==> config.mk <==
export PLATFORM = sky130hd
export DESIGN_NAME = io_vend_dev
export DESIGN_NICKNAME = d
export VERILOG_FILES = /design/src/rtl/io_vend_dev.sv
export SDC_FILE = /design/constraint.sdc
export NUM_CORES = 1
export LEC_CHECK = 0
export CAP_MARGIN = 20
export CORE_ASPECT_RATIO = 1.2
export CORE_MARGIN = 4
export CORE_UTILIZATION = 39
export DETAILED_ROUTE_END_ITERATION = 16
export PLACE_DENSITY = 0.53
export SYNTH_ARGS = -nofsm -noshare
export SYNTH_HDL_FRONTEND = slang
export SYNTH_SLANG_ARGS = --single-unit
==> constraint.sdc <==
create_clock -name clk -period 5.73 [get_ports clk]
set_input_delay 0.573 -clock clk [delete_from_list [all_inputs] [get_ports clk]]
set_output_delay 0.573 -clock clk [all_outputs]
set_load 0.02 [all_outputs]
==> src/rtl/io_vend_dev.sv <==
// io_vend_dev: vending IO peripheral with credit, dispense timer, change ejector and display scan
module io_vend_dev #(
  parameter int word_sz = 8,
  parameter int tick_div = 16
) (
  input  logic               clk,
  input  logic               rst,
  input  logic [word_sz-1:0] address,
  input  logic [word_sz-1:0] data_in,
  input  logic               io_write,
  output logic [word_sz-1:0] data_out,
  input  logic               coin_valid,
  input  logic [word_sz-1:0] coin_value,
  output logic [3:0]         disp_en,
  output logic               change_pulse,
  input  logic               change_ack,
  output logic [3:0]         scan_idx,
  output logic [word_sz-1:0] scan_char
);
  localparam int cw = $clog2(15 * tick_div + 1);
  typedef enum logic {D_IDLE, D_RUN} d_state_t;
  typedef enum logic [1:0] {C_IDLE, C_PULSE, C_WAIT} c_state_t;
  d_state_t d_state;
  c_state_t c_state;
  logic [cw-1:0] dcnt;
  logic [word_sz-1:0] credit, remaining, c1, credit_nxt, status;
  logic [word_sz-1:0] disp_mem [16];
  logic [word_sz:0] sum;
  logic err, ovf, set_err, under, is_disp;
  logic wr_credit, wr_status, wr_dispense, wr_change, wr_abort;
  assign is_disp     = address[word_sz-1:4] == (word_sz-4)'(1);
  assign wr_credit   = io_write && address == word_sz'(0);
  assign wr_status   = io_write && address == word_sz'(1);
  assign wr_dispense = io_write && address == word_sz'(2);
  assign wr_change   = io_write && address == word_sz'(3);
  assign wr_abort    = io_write && address == word_sz'(4);
  // Saturating coin accumulation followed by an optional purchase debit
  always_comb begin
    sum        = {1'b0, credit} + (coin_valid ? {1'b0, coin_value} : '0);
    c1         = sum[word_sz] ? '1 : sum[word_sz-1:0];
    under      = wr_credit && c1 < data_in;
    credit_nxt = (wr_credit && !under) ? c1 - data_in : c1;
    set_err    = under || (wr_dispense && d_state == D_RUN) || (wr_change && c_state != C_IDLE);
    status     = {{(word_sz-4){1'b0}}, ovf, err, c_state != C_IDLE, d_state == D_RUN};
    data_out   = address == word_sz'(0) ? credit :
                 address == word_sz'(1) ? status :
                 is_disp ? disp_mem[address[3:0]] : '0;
  end
  // Credit and sticky flags; a set event in the same cycle beats a clear
  always_ff @(posedge clk) begin
    if (rst) begin
      credit <= '0;
      err    <= 1'b0;
      ovf    <= 1'b0;
    end else begin
      credit <= credit_nxt;
      err    <= set_err || (err && !(wr_status && data_in[2]));
      ovf    <= sum[word_sz] || (ovf && !(wr_status && data_in[3]));
    end
  end
  // Dispense FSM: holds the unit mask for dur*tick_div cycles
  always_ff @(posedge clk) begin
    if (rst) begin
      d_state <= D_IDLE;
      disp_en <= '0;
      dcnt    <= '0;
    end else if (wr_abort) begin
      d_state <= D_IDLE;
      disp_en <= '0;
    end else if (d_state == D_IDLE) begin
      if (wr_dispense && data_in[3:0] != 4'd0 && data_in[7:4] != 4'd0) begin
        d_state <= D_RUN;
        disp_en <= data_in[3:0];
        dcnt    <= cw'(data_in[7:4] * tick_div - 1);
      end
    end else if (dcnt == '0) begin
      d_state <= D_IDLE;
      disp_en <= '0;
    end else
      dcnt <= dcnt - 1'b1;
  end
  // Change FSM: one pulse per coin, then wait for the mechanism to confirm it
  always_ff @(posedge clk) begin
    if (rst) begin
      c_state      <= C_IDLE;
      remaining    <= '0;
      change_pulse <= 1'b0;
    end else case (c_state)
      C_IDLE: if (wr_change && data_in != '0) begin
        remaining    <= data_in;
        c_state      <= C_PULSE;
        change_pulse <= 1'b1;
      end
      C_PULSE: begin
        c_state      <= C_WAIT;
        change_pulse <= 1'b0;
      end
      C_WAIT: if (change_ack) begin
        remaining    <= remaining - 1'b1;
        c_state      <= remaining == word_sz'(1) ? C_IDLE : C_PULSE;
        change_pulse <= remaining != word_sz'(1);
      end
      default: c_state <= C_IDLE;
    endcase
  end
  // Display memory and scan; scan_char lags the index it was fetched for by one cycle
  always_ff @(posedge clk) begin
    if (rst) begin
      for (int i = 0; i < 16; i++) disp_mem[i] <= '0;
      scan_idx  <= '0;
      scan_char <= '0;
    end else begin
      if (io_write && is_disp) disp_mem[address[3:0]] <= data_in;
      scan_idx  <= scan_idx + 1'b1;
      scan_char <= disp_mem[scan_idx];
    end
  end
endmodule
==> results.yml <==
final_layout:
  register_area_um2: 4770
  layout_commonest_cell: "edfxtp_1"
  mostFrequentLayoutCells: "edfxtp_1, nor3_1, mux4_2, nor2_1, clkdlybuf4s50_1"
  synthToLayoutAreaGrowth_pct: 13.7
  diodes: 0
  nets: 916
  drive_gt1_share_pct: 17.6
  fillCellCount: 2265
  multi_input_area_um2: 4830
yosys:
  synthesis.nets: 899
  synth_edf_count: 128
  ys.flop_type: "edfxtp_1"
  syn_area_um2: 9980
  synth-async-reset-ratio_pct: 0
  syn_inst: 843
  ys.warnings.count: 0
  synth_top_area_share_pct: 38.5
  ys_ff_latch: 174
  synthTopCellsByArea: "edfxtp_1, mux4_2, dfxtp_1"
  yosys.cell_types.count: 68
  postSynthAreaPerCell_um2: 11.8
  seq_area_frac_synth_pct: 47.7
  yosysTopAreaCell: "edfxtp_1"
worst_setup_path:
  timing.reg2reg.setup_slack_ns: 1.12
  cp-end-kind: "flop"
  ff2ff_path_depth: 16
  crit_type: "primary input to flop"
  startpoint_type: "primary input"
  crit_fanout: 12
  rr_endpoint: "credit[0]"
  arrival_ns: 5.37
  crit_required_ns: 6.00
  r2r_start: "credit[0]"
clock_network:
  path_clk_slew_ns: 0.07
  hold_buffers: 0
  cts_max_path_buffers: 2
  htree_levels: 4
  postCtsResizedCells: 0
  cts_root_buf: "clkbuf_16"
  numCtsBuffers: 17
  post_cts_buffers: 0
  cts_tree: "yes"
  cts_sinks: 174
  clk_latency_ns: 0.42
routing:
  wl_per_cell_um: 23.7
  drt-initial-drc-count: 618
  wl_met2_um: 14200
  vias_per_cell: 6.02
  met3RoutedLength_um: 1500
  via_count: 7210
  dr.pass1.iters: 5
  routed.top_layer: "met4"
  drc: 0
  wl_met1_um: 11700
  postRouteAntennaNets: 0
  drt_wl_total_um: 28400
place:
  gp_congestion: 0.843
  portBuffers: 53
  hpwl_um: 19000
grt:
  grt_max_degree: 64
  grt_usage_pct: 20.1
  grt_pass1_wl_um: 43200
  grt_overflow: 0
  grt_pass1_vias: 7157
  antenna_found_initial: 0
timing:
  fin_crit_ns: 5.09
  slew_violations: 0
  holdWs_ns: 0.480
  setup_viol: 0
  period_share_pct: 88.9
  finClkSkew_ns: 0.0108
  final_hold_viol_count: 0
  rsz0062_at_grt: "false"
  slew_headroom_pct: 43.0
  clock.fmax_mhz: 196
  tightestPinTransition_ns: 0.850
  fin_tns_setup_ns: 0
min_path:
  hp-start: "dcnt[7]"
  hold_path.class: "flop to flop"
  holdPathStages: 2
  holdPathEnd: "dcnt[7]"
power:
  power_density_nw_per_um2: 292
  total_power_mw: 3.31
  cellLeakagePower_nw: 3.69
  peakVddDrop_mv: 0.187
outcome:
  outcome: "complete, no violations"
floorplanning:
  start_util_pct: 39.9
  ioPinCount: 54
  die-height_um: 183
  core_region_area_um2: 25000
  dieArea_um2: 28200
  num_rows: 63
  die_w_um: 154
run:
  max_cap_viol_count: 0
## through the flow
stage | area [um2] | util [%] | setup slack, ns | std cells
global route | 11300 | 45.4 | 0.420 | 1198
detailed placement | 10700 | 42.9 | 0.309 | 1165
floorplan | 9980 | - | 1.43 | 843
finish | 11300 | 45.4 | 0.638 | 1198
CTS | 11300 | 45.3 | 0.734 | 1197
global placement | 10700 | 42.9 | 0.467 | 1165
## final cells by class
cell class              instances  share of cell area [%]
clock buffers                  19                    3.99
clock inverters                13                    1.28
inverters                      22                   0.728
multi-input cells             575                    42.6
flip-flops and latches        174                    42.0
well taps                     325                    3.58
repair buffers                 70                    5.80
## cells by family (layout without fill, tap and decap cells)
group                      Yosys count  in the layout  share of synthesized area (%)
adders and majority gates           27             27                           3.54
muxes                               97             97                           18.8
and+or+nand+nor                    317            317                           17.1
DFF                                174            174                           47.7
AOI/OAI and AO/OA                  124            124                           8.13
buffers and inverters               94            124                           3.82
xor gates and xnor gates            10             10                          0.878
## cell usage after synthesis (all sizes together), types with 10 or more instances
cell type / instances
dfxtp: 46
nand2b: 15
clkbuf: 50
a211oi: 10
nor4: 24
edfxtp: 128
mux2i: 25
nor2: 66
nor3: 99
nand2: 18
nor2b: 14
buf: 21
or2: 20
nand3: 12
inv: 17
o21ai: 33
a21oi: 29
and2: 33
mux4: 72
ha: 25
## registers in the layout (all words and copies together), names as in the netlist, 2 cells and up
signal	flops
disp_mem	128
credit	8
dcnt	8
remaining	8
scan_char	8
disp_en	4
scan_idx	4
c_state	2
## where the power goes
part | internal, mW | switching (mW)
sequential | 1.42 | 0.0458
clock | 0.642 | 0.542
combinational | 0.289 | 0.370
## worst max-delay path by stage
stage | startpoint | end | slack (ns) | cells past startpoint
after floorplan | coin_value[0] | credit[4] | 1.43 | 18
after global placement | coin_valid | credit[0] | 0.47 | 18
after detailed placement | coin_valid | credit[0] | 0.31 | 18
after CTS | coin_valid | credit[7] | 0.73 | 18
after global routing | coin_valid | credit[2] | 0.42 | 17
final | coin_valid | credit[0] | 0.64 | 18
## worst max-delay path, stage by stage
cell	delay (ns)
clkdlybuf4s50_1	0.51
and2_1	0.20
ha_1	0.21
fa_1	0.41
a21oi_1	0.24
nor2_1	0.13
nor4b_2	0.60
nor2_1	0.20
nor2_1	0.17
ha_1	0.20
inv_1	0.06
fa_1	0.42
a211oi_1	0.23
nor2_1	0.11
o311a_1	0.32
o311a_1	0.50
nor3_1	0.22
a211oi_1	0.07
## routing by layer
layer / GRT usage, % / vias up
met3: 3.21 / 46
li1: - / 3279
met1: 26.4 / 3664
met4: 7.42 / 0
met2: 33.8 / 221
met5: 0 / -
No activity file was read; power rests on OpenSTA's default activity.
